==> src/rtl/key_search_sequencer_if.sv <==
// rtl/key_search_sequencer_if.sv - Control/handshake bundle between top-level control, phase FSMs and the key-search sequencer.
interface key_search_sequencer_if #(
  parameter int KEY_WIDTH = 22
);
  logic                 start;
  logic                 init_done;
  logic                 shuffleA_done;
  logic                 shuffleB_done;
  logic                 decrypt_done;
  logic                 decrypt_ok;
  logic [2:0]           mem_sel;
  logic                 init_start;
  logic                 shuffleA_start;
  logic                 shuffleB_start;
  logic                 decrypt_start;
  logic [KEY_WIDTH-1:0] key;
  logic                 busy;
  logic                 done;
  logic                 found;
  logic                 timeout;

  modport master (
    output start, init_done, shuffleA_done, shuffleB_done, decrypt_done, decrypt_ok,
    input  mem_sel, init_start, shuffleA_start, shuffleB_start, decrypt_start,
    input  key, busy, done, found, timeout
  );

  modport slave (
    input  start, init_done, shuffleA_done, shuffleB_done, decrypt_done, decrypt_ok,
    output mem_sel, init_start, shuffleA_start, shuffleB_start, decrypt_start,
    output key, busy, done, found, timeout
  );
endinterface

==> src/rtl/key_search_sequencer.sv <==
// rtl/key_search_sequencer.sv - RC4 brute-force key-search sequencer: phase strobes, mem_sel and key counter.
// Optional per-phase watchdog is built when PHASE_TIMEOUT_EN is defined.
module key_search_sequencer #(
  parameter int KEY_WIDTH      = 22,
  parameter int TIMEOUT_CYCLES = 1024
) (
  input logic                   clk,
  input logic                   reset_n,
  key_search_sequencer_if.slave bus
);

  typedef enum logic [3:0] {
    IDLE,
    INIT_S,
    INIT_W,
    SHA_S,
    SHA_W,
    SHB_S,
    SHB_W,
    DEC_S,
    DEC_W,
    DONE
  } state_t;

  state_t               state, state_nx;
  logic [KEY_WIDTH-1:0] key_q, key_nx;
  logic                 found_q, found_nx;
  logic [2:0]           mem_sel_q, mem_sel_nx;
  logic [3:0]           strobe_q, strobe_nx;
  logic                 busy_q, done_q;
  logic                 expire;

  if (TIMEOUT_CYCLES < 2) begin : g_bad_timeout
    $error("TIMEOUT_CYCLES must be at least 2");
  end

  always_comb begin
    state_nx = state;
    key_nx   = key_q;
    found_nx = found_q;
    case (state)
      IDLE, DONE: begin
        if (bus.start) begin
          state_nx = INIT_S;
          key_nx   = '0;
          found_nx = 1'b0;
        end
      end
      INIT_S: state_nx = INIT_W;
      INIT_W: if (bus.init_done) state_nx = SHA_S;
      SHA_S:  state_nx = SHA_W;
      SHA_W:  if (bus.shuffleA_done) state_nx = SHB_S;
      SHB_S:  state_nx = SHB_W;
      SHB_W:  if (bus.shuffleB_done) state_nx = DEC_S;
      DEC_S:  state_nx = DEC_W;
      DEC_W: begin
        if (bus.decrypt_done) begin
          if (bus.decrypt_ok) begin
            state_nx = DONE;
            found_nx = 1'b1;
          end else if (key_q != {KEY_WIDTH{1'b1}}) begin
            // S is rebuilt from scratch for every candidate key
            key_nx   = key_q + KEY_WIDTH'(1);
            state_nx = INIT_S;
          end else begin
            state_nx = DONE;
          end
        end
      end
      default: state_nx = IDLE;
    endcase
    if (expire) begin
      state_nx = DONE;
      found_nx = 1'b0;
    end
  end

  // Outputs are decoded from the next state so they are registered alongside it
  always_comb begin
    mem_sel_nx = 3'd0;
    case (state_nx)
      INIT_W:  mem_sel_nx = 3'd1;
      SHA_S:   mem_sel_nx = 3'd2;
      SHA_W:   mem_sel_nx = 3'd3;
      SHB_S:   mem_sel_nx = 3'd4;
      SHB_W:   mem_sel_nx = 3'd5;
      DEC_S:   mem_sel_nx = 3'd6;
      DEC_W:   mem_sel_nx = 3'd7;
      default: mem_sel_nx = 3'd0;
    endcase
    strobe_nx = {state_nx == DEC_S, state_nx == SHB_S, state_nx == SHA_S, state_nx == INIT_S};
  end

  always_ff @(posedge clk or negedge reset_n) begin
    if (!reset_n) begin
      state     <= IDLE;
      key_q     <= '0;
      found_q   <= 1'b0;
      mem_sel_q <= 3'd0;
      strobe_q  <= 4'd0;
      busy_q    <= 1'b0;
      done_q    <= 1'b0;
    end else begin
      state     <= state_nx;
      key_q     <= key_nx;
      found_q   <= found_nx;
      mem_sel_q <= mem_sel_nx;
      strobe_q  <= strobe_nx;
      busy_q    <= (state_nx != IDLE) && (state_nx != DONE);
      done_q    <= (state_nx == DONE);
    end
  end

`ifdef PHASE_TIMEOUT_EN
  localparam int CNT_W = $clog2(TIMEOUT_CYCLES);

  logic [CNT_W-1:0] wait_cnt;
  logic             timeout_q;
  logic             in_wait;
  logic             phase_done;
  logic             launch;

  always_comb begin
    in_wait    = 1'b0;
    phase_done = 1'b0;
    case (state)
      INIT_W: begin in_wait = 1'b1; phase_done = bus.init_done;     end
      SHA_W:  begin in_wait = 1'b1; phase_done = bus.shuffleA_done; end
      SHB_W:  begin in_wait = 1'b1; phase_done = bus.shuffleB_done; end
      DEC_W:  begin in_wait = 1'b1; phase_done = bus.decrypt_done;  end
      default: ;
    endcase
  end

  // A done pulse on the last allowed cycle still wins over the watchdog
  assign expire = in_wait && !phase_done && (wait_cnt == CNT_W'(TIMEOUT_CYCLES - 1));
  assign launch = ((state == IDLE) || (state == DONE)) && bus.start;

  always_ff @(posedge clk or negedge reset_n) begin
    if (!reset_n) begin
      wait_cnt  <= '0;
      timeout_q <= 1'b0;
    end else begin
      wait_cnt <= in_wait ? wait_cnt + CNT_W'(1) : '0;
      if (launch) begin
        timeout_q <= 1'b0;
      end else if (expire) begin
        timeout_q <= 1'b1;
      end
    end
  end

  assign bus.timeout = timeout_q;
`else
  assign expire      = 1'b0;
  assign bus.timeout = 1'b0;
`endif

  assign bus.mem_sel        = mem_sel_q;
  assign bus.init_start     = strobe_q[0];
  assign bus.shuffleA_start = strobe_q[1];
  assign bus.shuffleB_start = strobe_q[2];
  assign bus.decrypt_start  = strobe_q[3];
  assign bus.key            = key_q;
  assign bus.busy           = busy_q;
  assign bus.done           = done_q;
  assign bus.found          = found_q;

endmodule

==> src/flat_wrapper.sv <==
// flat-port wrapper written by rule: the top's interface ports become plain ports
module key_search_sequencer_flat 
#(
  parameter int KEY_WIDTH      = 22,
  parameter int TIMEOUT_CYCLES = 1024
)
  (clk, reset_n, bus_start, bus_init_done, bus_shuffleA_done, bus_shuffleB_done, bus_decrypt_done, bus_decrypt_ok, bus_mem_sel, bus_init_start, bus_shuffleA_start, bus_shuffleB_start, bus_decrypt_start, bus_key, bus_busy, bus_done, bus_found, bus_timeout);
  key_search_sequencer_if #(.KEY_WIDTH(KEY_WIDTH)) bus_i ();
  input logic clk;
  input logic reset_n;
  input wire logic [$bits(bus_i.start)-1:0] bus_start;
  input wire logic [$bits(bus_i.init_done)-1:0] bus_init_done;
  input wire logic [$bits(bus_i.shuffleA_done)-1:0] bus_shuffleA_done;
  input wire logic [$bits(bus_i.shuffleB_done)-1:0] bus_shuffleB_done;
  input wire logic [$bits(bus_i.decrypt_done)-1:0] bus_decrypt_done;
  input wire logic [$bits(bus_i.decrypt_ok)-1:0] bus_decrypt_ok;
  output wire logic [$bits(bus_i.mem_sel)-1:0] bus_mem_sel;
  output wire logic [$bits(bus_i.init_start)-1:0] bus_init_start;
  output wire logic [$bits(bus_i.shuffleA_start)-1:0] bus_shuffleA_start;
  output wire logic [$bits(bus_i.shuffleB_start)-1:0] bus_shuffleB_start;
  output wire logic [$bits(bus_i.decrypt_start)-1:0] bus_decrypt_start;
  output wire logic [$bits(bus_i.key)-1:0] bus_key;
  output wire logic [$bits(bus_i.busy)-1:0] bus_busy;
  output wire logic [$bits(bus_i.done)-1:0] bus_done;
  output wire logic [$bits(bus_i.found)-1:0] bus_found;
  output wire logic [$bits(bus_i.timeout)-1:0] bus_timeout;
  assign bus_i.start = bus_start;
  assign bus_i.init_done = bus_init_done;
  assign bus_i.shuffleA_done = bus_shuffleA_done;
  assign bus_i.shuffleB_done = bus_shuffleB_done;
  assign bus_i.decrypt_done = bus_decrypt_done;
  assign bus_i.decrypt_ok = bus_decrypt_ok;
  assign bus_mem_sel = bus_i.mem_sel;
  assign bus_init_start = bus_i.init_start;
  assign bus_shuffleA_start = bus_i.shuffleA_start;
  assign bus_shuffleB_start = bus_i.shuffleB_start;
  assign bus_decrypt_start = bus_i.decrypt_start;
  assign bus_key = bus_i.key;
  assign bus_busy = bus_i.busy;
  assign bus_done = bus_i.done;
  assign bus_found = bus_i.found;
  assign bus_timeout = bus_i.timeout;
  key_search_sequencer #(.KEY_WIDTH(KEY_WIDTH), .TIMEOUT_CYCLES(TIMEOUT_CYCLES)) u_core (.clk(clk), .reset_n(reset_n), .bus(bus_i));
endmodule
==> config.mk <==
export PLATFORM = sky130hd
export DESIGN_NAME = key_search_sequencer_flat
export DESIGN_NICKNAME = d
export VERILOG_FILES = /design/src/rtl/key_search_sequencer_if.sv /design/src/rtl/key_search_sequencer.sv /design/src/flat_wrapper.sv
export SDC_FILE = /design/constraint.sdc
export NUM_CORES = 1
export LEC_CHECK = 0
export CAP_MARGIN = 5
export CORE_MARGIN = 4
export CORE_UTILIZATION = 30
export DETAILED_ROUTE_END_ITERATION = 16
export PLACE_DENSITY = 0.62
export SLEW_MARGIN = 20
export SYNTH_ARGS = -nofsm -noshare
export SYNTH_HDL_FRONTEND = slang
export SYNTH_SLANG_ARGS = --single-unit
==> constraint.sdc <==
create_clock -name clk -period 2.4 [get_ports clk]
set_input_delay 0.24 -clock clk [delete_from_list [all_inputs] [get_ports clk]]
set_output_delay 0.24 -clock clk [all_outputs]
set_load 0.01 [all_outputs]
==> flow_summary.yaml <==
timing:
  fin_crit_ns: 2.275
  setup_viol: 0
  period_share: 0.9480
  clock_skew_ns: 0.003207
  hold_slack_ns: 0.3762
  rsz0062_at_grt: "no"
  hold_viol: 0
  setup_slack_ns: 0.1247
  drv_slew: 0
  max_freq_mhz: 439.5
die:
  initial_utilization: 0.3173
  die_y_um: 88.30
  die_area_mm2: 0.007797
  io_pins: 41
  core_area_mm2: 0.006096
  rows: 28
  fp.dieW_um: 88.30
drt:
  num_vias: 1830
  wirelength_mm: 4.996
  drcViolationCount: 0
  first_iter_violations: 126
  ant_nets: 0
  vias_per_cell: 5.351
  wl_per_cell_um: 14.61
  drtPass1Iterations: 4
grt:
  track_usage: 0.1400
  grt_pass1_vias: 1729
  grt_max_degree: 37
  grt_pass1_wl_mm: 8.514
  antenna_found_initial: 0
  globalRouteOverflowTotal: 0
worst_setup_path:
  worstReg2RegEnd: "u_core.bus.key[21]"
  worstRegToRegCells: 5
  crit-reg2reg-launch: "u_core.bus.key[9]"
  cp_common_cell: "or4_1"
  cp_max_fo: 5
  end_kind: "register"
  arrival_ns: 2.48
  crit_required_ns: 2.61
  crit_chain: "nand4_1, or4_1, or4_1, nor2_1, mux2i_1"
  slowest_delay_ns: 0.70
  worstSetupPathType: "register to register"
  start_kind: "register"
  reg2reg_setup_slack_ns: 0.12
  critPathSlowestCell: "or4_1"
place:
  dp_hpwl_mm: 3.642
  post-place-ws_ns: -0.05642
  post-place-cells: 330
  gp_congestion: 0.7876
  place_area_mm2: 0.002531
  port_buffers: 39
synth:
  synth.distinct_cells: 48
  synthAdderAreaFrac: 0.006468
  synth_xor_area_frac: 0.01358
  ys_seq_area_frac: 0.4657
  synth_edf_count: 0
  synthesis.area_mm2: 0.001934
  syn_avg_cell_area_um2: 9.436
  synth_compound_area_frac: 0.1921
  synthArstFlopShare: 1.000
  yosysTopAreaCellShare: 0.4657
  ys_warn_count: 0
  synthTopCellsByArea: "dfrtp_1, a21oi_1, or4_1, o31ai_1, nand3_1"
  yosys.area.top_type: "dfrtp_1"
  syn-instance-count: 205
  ys.flop_type: "dfrtp_1"
  synth_top_family_by_area: "simple AND/OR/NAND/NOR gates"
  synth.ff_latch_count: 36
  syn_nets: 214
  synthMuxAreaShare: 0.02199
  synth-simple-area-share: 0.2574
power:
  power_density_mw_per_mm2: 775.9
  p_leak_nw: 1.062
  vdd.ir_drop.worst_v: 0.0004149
cts:
  clk_latency_ns: 0.28
  tritoncts: "yes"
  cts_max_level: 2
  cts.sinks: 36
  cts_buffer_depth: 2
  root_buffer: "clkbuf_8"
  path_clk_slew_ns: 0.07
  numCtsBuffers: 5
cells_and_area:
  nets: 275
  fin_area_mm2: 0.002653
  drive_gt1_frac: 0.1536
  antennaDiodeCount: 0
  final_cell_count_no_fill: 342
  syn_to_final_growth_pct: 37.13
outcome:
  outcome: "completed"
run:
  cap_violations: 0
min_path:
  hold_class: "primary input to async pin"
## metrics by stage
stage,total power [mW],util,setup TNS (ns)
CTS,2.046,0.4300,0
finish,2.058,0.4351,0
global route,2.216,0.4351,0
detailed placement,1.595,0.4152,-0.05711
global placement,1.586,0.4152,0
floorplan,1.279,-,0
## flip-flops by register name (all words and copies together) (netlist names)
signal / count
u_core.bus.busy: 1
u_core.bus.done: 1
u_core.bus.found: 1
u_core.bus.key: 22
u_core.bus.mem_sel: 3
u_core.state: 4
u_core.strobe_q: 4
## final cells by class
cell class                 count  area (µm²)
clock buffer                   8       90.09
multi-input combinational    151       954.7
tap                           75       93.84
timing repair buffer          65       585.6
inverter                       7       26.28
fill                         612        3443
sequential                    36       902.1
## synth_stat cells (2+ instances only)
master,n
xnor2_1,2
inv_1,6
and2_1,2
nand2b_1,2
mux2i_1,2
or4_1,12
clkbuf_1,4
nand3_1,14
and3_1,3
or2_2,2
or3_1,7
dfrtp_1,36
nand3b_1,2
nor2_1,15
nor4b_1,2
o21ai_0,10
nand4_1,4
a211oi_1,2
o31ai_1,10
a21oi_1,21
nor3_1,2
nand2_1,14
buf_2,6
## placed cells by master, fill, tap and decap left out, drive strengths merged, types with 3 or more instances in the layout
cell type      count
o31ai             10
or4               12
nor2              15
clkdlybuf4s50     39
clkbuf             8
nand2             14
a21oi             21
buf               26
dfrtp             36
o21ai             10
or3                7
and3               3
inv                7
nand4              4
nand3             15
o211ai             3
## kinds of logic (layout without fill, tap and decap cells)
family | Yosys count | count (layout)
AO/OA/AOI/OAI | 54 | 54
XOR/XNOR | 3 | 3
adder cells (fa/ha/maj) | 1 | 1
buffers and inverters | 18 | 80
flip-flops | 36 | 36
multiplexers | 4 | 4
other | 1 | 1
AND/OR/NAND/NOR | 88 | 88
## what timing repair did
item,CTS,global route
endpoints found under the setup margin,0,10
endpoints found under the hold margin,0,0
gates resized for setup,0,1
setup buffers,0,4
hold buffers,0,0
## power breakdown
group	internal [mW]	switching, mW
clock	0.234	0.209
sequential	0.703	0.0452
combinational	0.386	0.481
## worst max path at each step
| stage | end | depth (start not counted) | start | slack (ns) |
|---|---|---|---|---|
| after floorplan | u_core.bus.key[21] | 6 | u_core.bus.key[6] | 0.21 |
| after CTS | u_core.bus.key[15] | 6 | u_core.bus.key[9] | 0.05 |
| after global routing | u_core.bus.key[21] | 5 | u_core.bus.key[9] | 0.008 |
| after global placement | u_core.bus.key[15] | 7 | bus_start | 0.02 |
| after detailed placement | u_core.bus.key[15] | 7 | bus_start | -0.06 |
| final | u_core.bus.key[21] | 5 | u_core.bus.key[9] | 0.12 |
## metal layers
metal  vias to the layer above  wire length (µm)  GRT usage
met2                        33              2278     0.2026
li1                        884                 -          -
met1                       911              2487     0.2033
met5                         -                 0          0
met3                         2               190    0.03259
met4                         0                40    0.05082
## worst max-delay path, delay by kind of cell, from the launching register on
family | cells | cell delay [ns]
flops | 1 | 0.41
mux | 1 | 0.20
simple gates | 4 | 1.59
Note: power is estimated with default switching activity, not from simulation.
